## src/rtl/cmp_window_stat.sv

```systemverilog
// Windowed max/min tracker for the compare stage output: collects WIN samples, then holds
// the result until downstream accepts it. Minimum tracking is built only with CMP_STAT_MIN_EN.
module cmp_window_stat #(
    parameter int WIH = 3,
    parameter int WIN = 4
) (
    input  logic           clk,
    input  logic           rst_n,
    input  logic           clr,
    input  logic           in_valid,
    output logic           in_ready,
    input  logic [WIH-1:0] in_data,
    output logic           out_valid,
    input  logic           out_ready,
    output logic [WIH-1:0] max_val,
`ifdef CMP_STAT_MIN_EN
    output logic [WIH-1:0] min_val,
`endif
    output logic [7:0]     sample_cnt
);

    typedef enum logic {
        ACC  = 1'b0,
        HOLD = 1'b1
    } state_t;

    localparam logic [7:0] WIN_C = 8'(WIN);

    state_t         state_q, state_d;
    logic [7:0]     cnt_q, cnt_d;
    logic [WIH-1:0] max_q, max_d;
`ifdef CMP_STAT_MIN_EN
    logic [WIH-1:0] min_q, min_d;
`endif

    logic       accept;
    logic [7:0] cnt_inc;

    // Readiness depends only on state, so a result handshake always costs one bubble cycle.
    assign in_ready   = (state_q == ACC);
    assign out_valid  = (state_q == HOLD);
    assign accept     = in_valid && in_ready;
    assign cnt_inc    = cnt_q + 8'd1;

    assign max_val    = max_q;
    assign sample_cnt = cnt_q;
`ifdef CMP_STAT_MIN_EN
    assign min_val    = min_q;
`endif

    always_comb begin
        state_d = state_q;
        cnt_d   = cnt_q;
        max_d   = max_q;
`ifdef CMP_STAT_MIN_EN
        min_d   = min_q;
`endif
        if (clr) begin
            state_d = ACC;
            cnt_d   = 8'd0;
            max_d   = '0;
`ifdef CMP_STAT_MIN_EN
            min_d   = '0;
`endif
        end else begin
            case (state_q)
                ACC: begin
                    if (accept) begin
                        cnt_d = cnt_inc;
                        // The first sample seeds the extremes; stale values from the last window are ignored.
                        if (cnt_q == 8'd0) begin
                            max_d = in_data;
`ifdef CMP_STAT_MIN_EN
                            min_d = in_data;
`endif
                        end else begin
                            if (in_data > max_q) max_d = in_data;
`ifdef CMP_STAT_MIN_EN
                            if (in_data < min_q) min_d = in_data;
`endif
                        end
                        if (cnt_inc == WIN_C) state_d = HOLD;
                    end
                end
                HOLD: begin
                    if (out_ready) begin
                        state_d = ACC;
                        cnt_d   = 8'd0;
                    end
                end
                default: state_d = ACC;
            endcase
        end
    end

    always_ff @(posedge clk or negedge rst_n) begin
        if (!rst_n) begin
            state_q <= ACC;
            cnt_q   <= 8'd0;
            max_q   <= '0;
`ifdef CMP_STAT_MIN_EN
            min_q   <= '0;
`endif
        end else begin
            state_q <= state_d;
            cnt_q   <= cnt_d;
            max_q   <= max_d;
`ifdef CMP_STAT_MIN_EN
            min_q   <= min_d;
`endif
        end
    end

endmodule

```

## config.mk

```make
export PLATFORM = sky130hd
export DESIGN_NAME = cmp_window_stat
export DESIGN_NICKNAME = d
export VERILOG_FILES = /design/src/rtl/cmp_window_stat.sv
export SDC_FILE = /design/constraint.sdc
export NUM_CORES = 1
export LEC_CHECK = 0
export CORE_MARGIN = 1.5
export CORE_UTILIZATION = 45
export CTS_BUF_LIST = sky130_fd_sc_hd__clkbuf_8
export DETAILED_ROUTE_END_ITERATION = 12
export PLACE_DENSITY_LB_ADDON = 0.05
export SYNTH_ARGS = -nofsm -noshare
export SYNTH_HDL_FRONTEND = slang
export SYNTH_SLANG_ARGS = --single-unit
```

## constraint.sdc

```tcl
create_clock -name clk -period 1.5 [get_ports clk]
set_input_delay 0.15 -clock clk [delete_from_list [all_inputs] [get_ports clk]]
set_output_delay 0.15 -clock clk [all_outputs]
set_load 0.005 [all_outputs]
```

### Word level (Yosys, flattened, before mapping)

Cells that the tools add are included.

| operators by class | value |
|---|---|
| shift-type cells | 0 |
| reduce and logical (&&, ||, !) cells | 6 |
| multipliers | 0 |
| $add $sub $neg | 1 |
| $lt $le $gt $ge | 1 |
| equal/unequal tests | 4 |
| bitwise gates (word level) | 1 |
| div/mod/pow operators | 0 |
| multiplexer cells | 14 |

Operator list:

| operator | number |
|---|---|
| $mux W8 | 3 |
| $pmux W8 S2 | 1 |
| $mux W3 | 5 |
| $add A8 B1 Y8 const B | 1 |
| $eq A8 B3 Y1 const B | 1 |
| $logic_not A8 Y1 | 1 |
| $mux W1 | 4 |
| $gt A3 B3 Y1 | 1 |
| $ne A3 B2 Y1 const B | 1 |
| $ne A3 B3 Y1 const B | 1 |
| $reduce_and A3 Y1 | 1 |
| $reduce_bool A3 Y1 | 1 |
| $ne A2 B2 Y1 const B | 1 |
| $pmux W1 S2 | 1 |
| $reduce_and A2 Y1 | 1 |
| $reduce_bool A2 Y1 | 1 |
| $logic_and A1 B1 Y1 | 1 |
| $not A1 Y1 | 1 |

| storage, ports and cells | value |
|---|---|
| logic and storage cells | 30 |
| input port bits | 8 |
| bits in latches | 0 |
| register bits | 12 |
| RAM bits | 0 |
| output and inout bits | 13 |
| ROM bits | 0 |
| memories kept | 0 |

### Logic depth before layout (Yosys ltp)

Gate-level depths: netlist of the first run.

| logic depth | value |
|---|---|
| depth in word-level cells | 6 |
| gate-level depth with buffers | 7 |
| mapped depth without buffers | 7 |

### Worst setup path after synthesis of the first run

No wires, ideal clock.

| timing path | value |
|---|---|
| path kind | register to register |
| start point | register max_q[1], in the netlist max_val[1] |
| end point | register max_q[0], in the netlist max_val[0] |
| period minus slack after synthesis | 1.538 ns |
| path slack | -0.038 ns |
| arrival time | 1.458 ns |
| cell stages (with the launch flop) | 7 |
| required time | 1.421 ns |
| buffers on the path | 0 |
| setup time | 0.079 ns |
| path through | dfrtp_1 inv_1 ha_1 nor2b_1 o311a_1 a21oi_2 mux2i_1 |

| on the way | value |
|---|---|
| cells in the longest elaborated chain, start to end | 3 |

Ends and longest elaborated chain:

| item | RTL line | RTL |
|---|---|---|
| start, declared | 31 | `logic [WIH-1:0] max_q, max_d;` |
| start signal, assigned | 107 | `max_q <= max_d;` |
| $gt A3 B3 Y1 | 77 | `if (in_data > max_q) max_d = in_data;` |
| $reduce_bool A3 Y1 (no line) | n/a |  |
| $reduce_and A3 Y1 (no line) | n/a |  |

Every way passes these cells.
A chain may end at the register's enable or synchronous reset.

### Worst setup path in the final report of the first run

Ends and elaborated chain as after synthesis.

==> results of run 1 <==
[per-layer routing]
metal	part of all wire, %	up-vias	global-route usage (%)
met3	2.8	4	3.57
met5	0	-	0
met4	1.8	0	13.5
li1	-	372	-
met2	48	21	32.4
met1	47	359	27.6
[worst min-delay path by stage]
stage	from	end	slack (ns)	cells after the start
2_1_floorplan	rst_n	max_val[0]	-0.15	0
3_3_place_gp	rst_n	sample_cnt[4]	0.55	1
3_5_place_dp	rst_n	sample_cnt[4]	0.56	1
4_1_cts	rst_n	sample_cnt[5]	0.30	1
5_1_grt	in_data[1]	max_val[1]	0.31	3
6_report	rst_n	sample_cnt[5]	0.27	1
[sequential cells by signal (all words and copies together), names as in the netlist]
name / cells
out_valid: 1
max_val: 3
sample_cnt: 8
[repair_timing]
| item | in CTS | in global routing |
|---|---|---|
| setup buffers | 2 | 0 |
| gates resized for setup | 2 | 3 |
| endpoints found under the setup margin | 5 | 3 |
[synthesized netlist by cell type (all sizes together), types with 3 or more instances]
cell type   n
nor3        3
nor2       10
xnor2       6
inv         6
nand3       4
a21oi       4
nand2       5
nand4       3
nand2b      7
dfrtp      12
mux2i       4
ha          5
[per-stage QoR]
stage	instance area (um^2)	setup WS, ns	std cells
after floorplan	813	-0.0375	88
after global placement	1090	-0.296	139
after detailed placement	1090	-0.345	139
after CTS	1170	-0.0808	145
after global routing	1190	-0.100	145
final	1190	-0.0448	145
[logic make-up after synthesis]
family | after synthesis
simple gates | 39
compound gates | 12
flops | 12
buf+inv | 9
xor+xnor | 7
fa+ha+maj | 5
mux | 4
[worst max-delay path: stages, from the launching register on]
cell and delay, ns:
dfrtp_1 0.38, inv_2 0.07, ha_4 0.19, nor2b_1 0.12, o311a_1 0.32, a21oi_4 0.18
mux2i_1 0.20
[layout make-up]
type	instances	area [um^2]	share of cell area, %
Clock buffer	4	55.1	4.64
Inverter	6	22.5	1.90
Multi-Input combinational cell	67	492	41.4
Sequential cell	12	302	25.4
Tap cell	25	31.3	2.63
Timing Repair Buffer	31	285	24.0
[power groups by stage]
stage	logic [mW]	clock network (mW)	registers [mW]
6_report	0.180	0.358	0.354
5_1_grt	0.200	0.384	0.356
4_1_cts	0.176	0.366	0.353
3_5_place_dp	0.167	0	0.359
3_3_place_gp	0.164	0	0.359
2_1_floorplan	0.0806	0	0.358
==> key figures, run 1 <==
Detailed routing
  • Initial DRC count: 17
  • Routed wire per std cell: 13.8 um
  • Via/cell ratio: 5.21
  • Drt first pass iters: 4
  • Total number of vias: 756
  • Residual DRC: 0
  • Drt total wl: 2010 um
  • Antenna-violating nets left: 0

Final layout
  • Nets: 134
  • Diode count: 0
  • Fill count: 149
  • Ratio of cells with drive above 1 in the final layout: 18.3%
  • Final core occ: 69.5%
  • Most frequent cells in the layout: 19 x clkdlybuf4s50_1, 11 x dfrtp_1, 11 x buf_4
  • Area grow syn2layout: 46.0%
  • Most common cell after layout, fill and taps aside: clkdlybuf4s50_1

Power and ir drop
  • Cell internal pwr: 0.672 mW
  • Sw Pwr: 0.220 mW
  • Pwr/cell area: 751 nW/um^2
  • Max IR drop VDD: 0.498 mV
  • Sequential Power Share: 39.7%
  • Clock power frac: 40.2%
  • Overall power: 0.892 mW
  • Leak: 0.528 nW
  • Switching Fraction: 24.7%
  • Comb pwr share: 20.1%

Critical path
  • R2R depth: 6
  • Worst EP required: 1.66 ns
  • Critical path type: register to register
  • Crit path DAT: 1.71 ns
  • Worst R2R Setup Slack: -0.04 ns
  • CP startpoint: max_val[1]
  • R2r startpoint: max_val[1]
  • RR Endpoint: max_val[0]
  • Worst-path fanout max: 3
  • Worst setup EP type: register
  • Critical Path Source Type: register
  • Worst Setup EP: max_val[0]

STA
  • Min Clock Period, post-route: 1.54 ns
  • Final TNS setup: -0.109 ns
  • Worst Max-Slew Pin Slew: 0.570 ns
  • Final clock skew: 0.00434 ns
  • Max Freq: 647 MHz
  • Relative slew slack: 61.9%
  • Fin worst setup slack: -0.0448 ns
  • Slew Limit Fails: 0
  • Final period util: 103%
  • Hold Vio Cnt, Final: 0
  • Hold_ws: 0.273 ns
  • RSZ-0062 raised after global routing: true
  • Setup-failing EPs final: 3

Synthesis
  • Asr flop ratio synth: 100%
  • Compound-gate portion of the synthesized area: 11.4%
  • Post-Synth Simple-Gate Area: 26.5%
  • Seq/Total Area, Yosys: 36.9%
  • XOR/XNOR Fraction of Synth Area: 7.54%
  • Area of the mapped netlist: 813 um^2
  • Synth top area share: 36.9%
  • Mux cell area share after synthesis: 4.92%
  • Synth area leaders: dfrtp_1 37%, ha_1 7.7%, xnor2_1 6.5%
  • Main synth FF type: dfrtp_1
  • Largest family of logic cells by synthesized area: simple AND/OR/NAND/NOR gates
  • Syn. warnings: 0
  • Syn nets: 101
  • Post-synthesis adder-cell area fraction: 7.69%
  • Synth cell types: 31
  • Avg Inst Size Synth: 9.24 um^2
  • Number of synthesized flops with an enable pin: 0
  • Synthesized flop and latch total: 12
  • Cell taking the most area after synthesis: dfrtp_1
  • Cells after Synth: 88

Global routing
  • First-pass GRT wire length: 3060 um
  • Vias in the first global route: 696
  • Total Routing Usage GR: 21.3%
  • Initial antenna violation count: 0
  • Largest net degree at the start of global routing: 13
  • Total gr overflow: 0

CTS
  • H-tree depth: 1
  • Clock buffer depth: 2
  • Hold_buf cts: 0
  • TritonCTS sink count: 12
  • CTS tree: built
  • Root buffer cell: clkbuf_8
  • Clk pin slew, worst setup/hold paths: 0.06 ns
  • Clock buffer count from CTS: 3
  • Clk_lat worst skew: 0.24 ns

Placement
  • Routability cong.: 0.826
  • IO Port Bufs: 20
  • HPWL Detailed: 1370 um

Job
  • Number of max-cap violations: 0

Floorplan
  • IO Count: 21
  • Die X-Extent: 45.5 um
  • Initial Util: 47.6%
  • Die H: 45.5 um
  • Die ar.: 2070 um^2
  • Core outline area: 1710 um^2
  • # rows: 15

Status
  • Status: complete, but fails checks
  • Failing checks: negative setup slack

Hold path
  • Tightest Hold Check Type: input pin to asynchronous set/reset pin
(Power assumes the default switching activity.)
==> run 2, diff against run 1 <==
SLEW_MARGIN = 0   (was unset)
==> results of run 2 <==
Final layout, timing and power as in run 1 (identical DEF).
==> run 3, diff against run 2 <==
CORE_UTILIZATION = 49   (was 45)
clock period = 1.45 ns   (was 1.5 ns; I/O delays follow)
==> run 3 against run 2 <==
The flow still finishes with violations (negative setup slack). Combinational power up 21%. Die area down 7.6%. Via count up 5.4%. Critical path depth unchanged. Highest routed layer unchanged.
==> key figures, run 3 (synthesis results as in run 1) <==
Status
  • Status: complete, but fails checks
  • Failing checks: negative setup slack

Hold path
  • Tightest Hold Check Type: input pin to asynchronous set/reset pin

Placement
  • Placed cells: 132
  • Setup slack at placement: -0.401 ns
  • HPWL Detailed: 1420 um
  • Routability cong.: 0.861
  • IO Port Bufs: 20

Final layout
  • Area grow syn2layout: 50.8%
  • Area occupied by multi-input gates: 514 um^2
  • Fill count: 107
  • Nets: 139
  • Ratio of cells with drive above 1 in the final layout: 27.4%
  • Register area: 307 um^2
  • Max reg flops: 8
  • Diode count: 0
  • Most common cell after layout, fill and taps aside: clkdlybuf4s50_1
  • Most frequent cells in the layout: 18 x clkdlybuf4s50_1, 15 x buf_4, 10 x nor2_1
  • Finished Layout Cells: 140

Floorplan
  • Die ar.: 1910 um^2
  • Core outline area: 1520 um^2
  • # rows: 14
  • Die X-Extent: 43.7 um
  • IO Count: 21
  • Die H: 43.7 um
  • Initial Util: 53.4%

Critical path
  • R2R depth: 6
  • Worst-path fanout max: 3
  • Crit path DAT: 1.70 ns
  • Worst Setup EP: max_val[2]
  • Cell family with most CP delay: compound AO/OA/AOI/OAI gates
  • CP Cell Sequence: inv_2 -> ha_4 -> nor2b_4 -> o311a_1 -> a21oi_4 -> mux2i_1
  • Critical path depth: 6
  • CP startpoint: max_val[1]
  • Critical path type: register to register
  • Crit path buffers/inverters: 1
  • Worst EP required: 1.62 ns
  • R2r startpoint: max_val[1]
  • Worst setup EP type: register
  • Worst R2R Setup Slack: -0.09 ns
  • CP max-delay cell: dfrtp_1
  • Max stage delay on crit path: 0.38 ns
  • Critical Path Source Type: register
  • RR Endpoint: max_val[2]

CTS
  • CTS tree: built
  • Clock buffer count from CTS: 3
  • Clk pin slew, worst setup/hold paths: 0.05 ns
  • Clock buffer depth: 2
  • Hold_buf cts: 0
  • TritonCTS sink count: 12
  • Clk_lat worst skew: 0.24 ns
  • H-tree depth: 1
  • Root buffer cell: clkbuf_8

Job
  • Number of max-cap violations: 0

Detailed routing
  • Via/cell ratio: 5.69
  • Residual DRC: 0
  • Routed wire per std cell: 14.6 um
  • Antenna-violating nets left: 0
  • Total number of vias: 797
  • Drt total wl: 2050 um
  • Initial DRC count: 32
  • Drt first pass iters: 4

STA
  • Hold_ws: 0.203 ns
  • Slew Limit Fails: 0
  • Hold Vio Cnt, Final: 0
  • Final period util: 106%
  • Final TNS setup: -0.250 ns
  • Setup-failing EPs final: 3
  • Worst Max-Slew Pin Slew: 0.426 ns
  • Fin worst setup slack: -0.0858 ns
  • Min Clock Period, post-route: 1.54 ns
  • RSZ-0062 raised after global routing: true
  • Final clock skew: 0.00172 ns
  • Max Freq: 651 MHz
  • Relative slew slack: 71.4%

Global routing
  • Total Routing Usage GR: 24.9%
  • Initial antenna violation count: 0
  • First-pass GRT wire length: 3430 um
  • Total gr overflow: 0
  • Largest net degree at the start of global routing: 13
  • Vias in the first global route: 743

Power and ir drop
  • Max IR drop VDD: 0.725 mV
  • Pwr/cell area: 726 nW/um^2
  • Leak: 0.542 nW
## run 3: changes by cell type in the layout (fill, tap and decap cells not counted), moves of 2 or more
cell / change
dfrtp_2: +4
buf_4: +4
dfrtp_1: -4
dlygate4sd2_1: +2
## run 3: routing by layer
layer / wire length [um] / share of wire, % / global-route usage [%]
met1: 930 / 45 / 33.2
met2: 970 / 47 / 37.9
met3: 106 / 5.2 / 4.58
met4: 43 / 2.1 / 13.9
met5: 0 / 0 / 0
## run 3: worst min path at each step
stage	start	endpoint	slack, ns
CTS	rst_n	sample_cnt[5]	0.22
floorplan	rst_n	max_val[0]	-0.15
finish	rst_n	sample_cnt[3]	0.20
global placement	rst_n	sample_cnt[5]	0.47
detailed placement	rst_n	sample_cnt[5]	0.47
global route	rst_n	sample_cnt[3]	0.22
## run 3: area by class of cell
cell class,count,area share [%]
Clock buffer,3,3.37
Inverter,6,1.84
Multi-Input combinational cell,67,41.9
Sequential cell,12,25.0
Tap cell,16,1.63
Timing Repair Buffer,36,26.2
## run 3: where the power goes
group	internal (mW)	switching, mW
Sequential	0.350	0.0139
Combinational	0.127	0.0914
Clock	0.183	0.125
## run 3: what timing repair did
item                                   in CTS  in global routing
gates cloned                                0                  0
resized for setup                           7                  9
endpoints found under the hold margin       0                  0
pin swaps                                   1                  2
buffers inserted                            4                  1
setup endpoints to repair                   6                  8
## run 3: stage by stage
| step | instance area, um^2 | power, mW | util [%] |
|---|---|---|---|
| after floorplan | 813 | 0.454 | - |
| after global placement | 1100 | 0.550 | 72.0 |
| after detailed placement | 1100 | 0.557 | 72.0 |
| after CTS | 1190 | 0.886 | 78.4 |
| after global routing | 1230 | 0.931 | 80.5 |
| final | 1230 | 0.890 | 80.5 |
